--- config.mk ---
export PLATFORM = sky130hd
export DESIGN_NAME = uncache_store_buffer
export DESIGN_NICKNAME = d
export VERILOG_FILES = /design/src/rtl/uncache_store_buffer.sv
export SDC_FILE = /design/constraint.sdc
export NUM_CORES = 1
export LEC_CHECK = 0
export CAP_MARGIN = 0
export CORE_ASPECT_RATIO = 1.5
export CORE_UTILIZATION = 43
export CTS_CLUSTER_SIZE = 20
export DETAILED_ROUTE_END_ITERATION = 16
export PLACE_DENSITY_LB_ADDON = 0.08
export SYNTH_ARGS = -nofsm -noshare
export SYNTH_HDL_FRONTEND = slang
export SYNTH_SLANG_ARGS = --single-unit
--- constraint.sdc ---
create_clock -name clk -period 3.2 [get_ports clk]
set_input_delay 0.32 -clock clk [delete_from_list [all_inputs] [get_ports clk]]
set_output_delay 0.32 -clock clk [all_outputs]
set_load 0.02 [all_outputs]
--- src/rtl/uncache_store_buffer.sv ---
// uncache_store_buffer: in-order posted-write FIFO for uncached stores; loads issue only once drained (optional UCB_PERF_CNT_EN perf counters); ports: req_* from MEM, rsp_* to pipeline, bus_* to AXI bridge, buf_empty_o for fence drain
module uncache_store_buffer #(
  parameter int DEPTH = 4,
  parameter int AW = 32,
  parameter int DW = 32
) (
  input  logic          clk,
  input  logic          rst,
  input  logic          req_valid_i,
  input  logic          req_wr_i,
  input  logic [AW-1:0] req_addr_i,
  input  logic [1:0]    req_size_i,
  input  logic [3:0]    req_wstrb_i,
  input  logic [DW-1:0] req_wdata_i,
  output logic          req_ready_o,
  output logic          rsp_valid_o,
  output logic [DW-1:0] rsp_rdata_o,
  output logic          buf_empty_o,
  output logic          bus_req_o,
  output logic          bus_wr_o,
  output logic [1:0]    bus_size_o,
  output logic [AW-1:0] bus_addr_o,
  output logic [3:0]    bus_wstrb_o,
  output logic [DW-1:0] bus_wdata_o,
  input  logic          bus_addr_ok_i,
  input  logic          bus_data_ok_i,
  input  logic [DW-1:0] bus_rdata_i
`ifdef UCB_PERF_CNT_EN
  ,
  output logic [31:0]   perf_st_cnt_o,
  output logic [31:0]   perf_stall_cnt_o
`endif
);
  localparam int AIW = $clog2(DEPTH);
  typedef enum logic [2:0] {IDLE, WR_ADDR, WR_DATA, RD_ADDR, RD_DATA} state_e;
  state_e state_q;
  logic [AIW:0] wptr_q, rptr_q;
  logic [AW-1:0] addr_mem_q [DEPTH];
  logic [1:0] size_mem_q [DEPTH];
  logic [3:0] strb_mem_q [DEPTH];
  logic [DW-1:0] data_mem_q [DEPTH];
  logic st_rsp_q, bus_req_q, bus_wr_q;
  logic [1:0] bus_size_q;
  logic [AW-1:0] bus_addr_q;
  logic [3:0] bus_wstrb_q;
  logic [DW-1:0] bus_wdata_q;
  logic full, empty, idle, st_acc, ld_acc, rd_done;
  logic [AIW-1:0] head;
  assign full = (wptr_q[AIW] != rptr_q[AIW]) && (wptr_q[AIW-1:0] == rptr_q[AIW-1:0]);
  assign empty = wptr_q == rptr_q;
  assign idle = state_q == IDLE;
  assign head = rptr_q[AIW-1:0];
  assign req_ready_o = req_wr_i ? !full : (empty && idle);
  assign st_acc = req_valid_i && req_wr_i && !full;
  assign ld_acc = req_valid_i && !req_wr_i && empty && idle;
  assign rd_done = (state_q == RD_DATA) && bus_data_ok_i;
  // load data is passed straight through on the data_ok cycle
  assign rsp_valid_o = st_rsp_q || rd_done;
  assign rsp_rdata_o = rd_done ? bus_rdata_i : '0;
  assign buf_empty_o = empty && idle;
  assign bus_req_o = bus_req_q;
  assign bus_wr_o = bus_wr_q;
  assign bus_size_o = bus_size_q;
  assign bus_addr_o = bus_addr_q;
  assign bus_wstrb_o = bus_wstrb_q;
  assign bus_wdata_o = bus_wdata_q;
  always_ff @(posedge clk) begin
    if (st_acc) begin
      addr_mem_q[wptr_q[AIW-1:0]] <= req_addr_i;
      size_mem_q[wptr_q[AIW-1:0]] <= req_size_i;
      strb_mem_q[wptr_q[AIW-1:0]] <= req_wstrb_i;
      data_mem_q[wptr_q[AIW-1:0]] <= req_wdata_i;
    end
  end
  // bus_* fields load only when leaving IDLE, so they hold steady until addr_ok
  always_ff @(posedge clk) begin
    if (rst) begin
      state_q <= IDLE;
      wptr_q <= '0;
      rptr_q <= '0;
      st_rsp_q <= 1'b0;
      bus_req_q <= 1'b0;
      bus_wr_q <= 1'b0;
      bus_size_q <= '0;
      bus_addr_q <= '0;
      bus_wstrb_q <= '0;
      bus_wdata_q <= '0;
    end else begin
      st_rsp_q <= st_acc;
      if (st_acc) wptr_q <= wptr_q + 1'b1;
      case (state_q)
        IDLE: begin
          if (ld_acc) begin
            state_q <= RD_ADDR;
            bus_req_q <= 1'b1;
            bus_wr_q <= 1'b0;
            bus_size_q <= req_size_i;
            bus_addr_q <= req_addr_i;
            bus_wstrb_q <= '0;
            bus_wdata_q <= '0;
          end else if (!empty) begin
            state_q <= WR_ADDR;
            bus_req_q <= 1'b1;
            bus_wr_q <= 1'b1;
            bus_size_q <= size_mem_q[head];
            bus_addr_q <= addr_mem_q[head];
            bus_wstrb_q <= strb_mem_q[head];
            bus_wdata_q <= data_mem_q[head];
          end
        end
        WR_ADDR: if (bus_addr_ok_i) begin
          state_q <= WR_DATA;
          bus_req_q <= 1'b0;
        end
        WR_DATA: if (bus_data_ok_i) begin
          state_q <= IDLE;
          bus_wr_q <= 1'b0;
          rptr_q <= rptr_q + 1'b1;
        end
        RD_ADDR: if (bus_addr_ok_i) begin
          state_q <= RD_DATA;
          bus_req_q <= 1'b0;
        end
        RD_DATA: if (bus_data_ok_i) state_q <= IDLE;
        default: state_q <= IDLE;
      endcase
    end
  end
`ifdef UCB_PERF_CNT_EN
  logic [31:0] perf_st_cnt_q, perf_stall_cnt_q;
  assign perf_st_cnt_o = perf_st_cnt_q;
  assign perf_stall_cnt_o = perf_stall_cnt_q;
  always_ff @(posedge clk) begin
    if (rst) begin
      perf_st_cnt_q <= '0;
      perf_stall_cnt_q <= '0;
    end else begin
      perf_st_cnt_q <= perf_st_cnt_q + 32'(st_acc);
      perf_stall_cnt_q <= perf_stall_cnt_q + 32'(req_valid_i && !req_ready_o);
    end
  end
`endif
endmodule

==> metrics.cfg <==
[critical_path]
r2r_cells = 4
r2r_start = wptr_q[0]
cp-start-kind = flop
critPathTopFamily = simple AND/OR/NAND/NOR gates
r2r_setup_slack_ps = 920
worstPathArrival_ps = 2600
r2r_end = data_mem_q[2][14]
endpoint_kind = output pin
cp_max_fo = 33
max_stage_delay_ps = 690
critPathBufInv = 1
crit_type = flop to output pin
cp_slowest_cell = and3_1
crit_required_ps = 2880
worstPathCellList = nor2_1 > and3_1 > and2_1 > clkdlybuf4s50_1

[synthesis]
yosys-top-cells-area = edfxtp_1 (61%), dfxtp_1 (12%), mux4_2 (11%)
ys.flop_type = edfxtp_1
synth-edff-count = 280
yosysMostFrequentCell = edfxtp_1
async_flop_share_pct = 0
synth_top_cells_by_count = edfxtp_1 (280), dfxtp_1 (84), nor2_1 (82)
syn-num-nets = 910
synth_seq_cells = 364
syn_avg_cell_area_um2 = 17.4
synth_seq_area_share_pct = 72.9
yosysTopAreaCellShare_pct = 60.7
yosysTopAreaCell = edfxtp_1
ys_types = 42
syn_inst = 797
yosysWarnings = 0
syn_area_um2 = 13800

[hold_path]
holdPathEnd = data_mem_q[0][8]
hold_depth = 1
hold_class = input pin to flop
holdCritStartpoint = req_wdata_i[8]

[die]
ios = 215
rows = 80
die_y_um = 222
fp.coreArea_um2 = 31700
initial_core_util_pct = 43.6
dieArea_um2 = 32900
die_width_um = 149

[finish]
fin_util_pct = 56.0
design_area_um2 = 17800
instances_no_fill = 1458
n_fill_cell = 2548
nNetsFinal = 1134
drive_above_1_share_pct = 16.2
area_delta_synth_final_pct = 28.3

[detailed_routing]
drc = 0
wl_met3_um = 1580
drt-met1-wl_um = 12100
wl_per_cell_um = 21.4
wl_met2_um = 16900
drt_iter0_drc = 414
top_layer = met4
via_per_inst = 5.34
vias = 7784
first_pass_iters = 4
wl_um = 31200
drtAntennaViolNets = 0

[place]
dpl.cell_count = 1393
place_area_um2 = 16600
dpl.hpwl_um = 18900
place.port_buffers = 214
place_congestion = 0.725

[clock_network]
cts_tree = built
cts_max_level = 2
clk_pin_slew_ps = 60
root_buffer = clkbuf_16
cts_resized = 0
insertion_delay_ps = 520
cts_buffers = 36
postCtsSetupBuffers = 0
clock-sinks = 364
cts.path.max_buffers = 3
hold_buffers = 0

[global_route]
grt_max_degree = 81
grt_pass1_wl_um = 48200
grt_usage_pct = 19.6
grt_overflow = 0
grt_antenna_before_repair = 1
grt_pass1_vias = 8201

[run]
cap_violations = 0

[timing]
max_freq_mhz = 343
worst_slew_pin_slew_ps = 1050
rsz0062_at_grt = false
finClkSkew_ps = 23.6
setup_viol_count_final = 0
slew_headroom_pct = 30.0
min_period_ps = 2920
setup_tns_ps = 0
timing.hold.ws_ps = 434
drv_slew = 0
timing_hold_violations_final = 0
fin_crit_sh_pct = 91.1

[power]
power.density_nw_per_um2 = 627
power.leakage_nw = 5.71
ir_worst_vdd_mv = 0.460

[status]
outcome = finished clean

==> where the power goes <==
part	leakage (nW)	internal, mW	switching (mW)	total [mW]
sequential	3.23	5.31	0.119	5.43
clock	0.567	2.43	1.71	4.14
combinational	1.91	0.703	0.866	1.57
==> cell families (layout without fill, tap and decap cells) <==
logic type	after synthesis	in the layout	synth area share, %
DFF	364	364	72.9
and+or+nand+nor	169	169	6.04
AOI/OAI and AO/OA	116	116	6.21
muxes	72	72	11.5
buffers and inverters	61	311	1.94
xor gates and xnor gates	10	10	0.958
adders and majority gates	5	5	0.452
other	0	1	0
==> metrics by stage <==
step | total power [mW] | setup WS [ps]
global route | 11.6 | 102
floorplan | 6.39 | 25.1
detailed placement | 7.13 | 511
global placement | 7.12 | 600
CTS | 11.3 | 282
finish | 11.1 | 284
==> sequential cells by signal, summed over array words and instances, names as in the netlist, 4 cells and up, named ones only <==
signal and cells:
addr_mem_q 128, data_mem_q 128, bus_addr_o 32, bus_wdata_o 32, strb_mem_q 16, size_mem_q 8, bus_wstrb_o 4
==> cell usage in the layout, fill, tap and decap left out, types with 2 or more instances in the layout <==
cell               n
edfxtp_1         280
clkdlybuf4s50_1  213
nor2_1            82
dfxtp_1           82
mux4_2            70
clkbuf_16         38
a22oi_1           36
o21ai_0           35
nand3_1           35
a311oi_1          34
and2_1            32
buf_4             21
clkbuf_1          12
buf_12             8
xor2_1             5
clkinv_2           5
ha_1               5
inv_1              4
and2_4             4
a31oi_1            3
clkbuf_8           3
xnor2_4            2
nand2_1            2
nand2b_1           2
xnor2_1            2
mux2i_1            2
a21oi_1            2
dfxtp_4            2
bufinv_16          2
==> metal layers <==
| layer | up-vias | global-route usage, % |
|---|---|---|
| met1 | 3938 | 23.5 |
| li1 | 3604 | - |
| met3 | 45 | 3.70 |
| met5 | - | 0 |
| met2 | 197 | 35.2 |
| met4 | 0 | 5.95 |
==> cell type report <==
| cell class | instances | area [um^2] | share of cell area, % |
|---|---|---|---|
| multi-input combinational | 372 | 3510 | 19.8 |
| antenna | 1 | 2.50 | 0.0141 |
| clock inverter | 11 | 128 | 0.719 |
| tap | 410 | 513 | 2.89 |
| clock buffer | 53 | 1040 | 5.84 |
| inverter | 5 | 20.0 | 0.113 |
| sequential | 364 | 10100 | 56.9 |
| timing repair buffer | 242 | 2450 | 13.8 |
==> worst register-to-register path, cell delays in order, from the launching register on <==
cell and delay (ps):
dfxtp_1 550, xnor2_4 180, a31oi_2 480, and2_4 440, buf_4 310
==> worst max-delay path by stage <==
stage | to | from | slack, ps | cells past startpoint
floorplan | wptr_q[2] | wptr_q[0] | 30 | 4
global placement | rsp_rdata_o[27] | bus_data_ok_i | 600 | 4
detailed placement | rsp_rdata_o[15] | bus_data_ok_i | 510 | 4
CTS | rsp_rdata_o[15] | state_q[0] | 280 | 4
global route | rsp_rdata_o[28] | state_q[0] | 100 | 4
finish | rsp_rdata_o[15] | state_q[0] | 280 | 4
No activity file was read; power rests on OpenSTA's default activity.
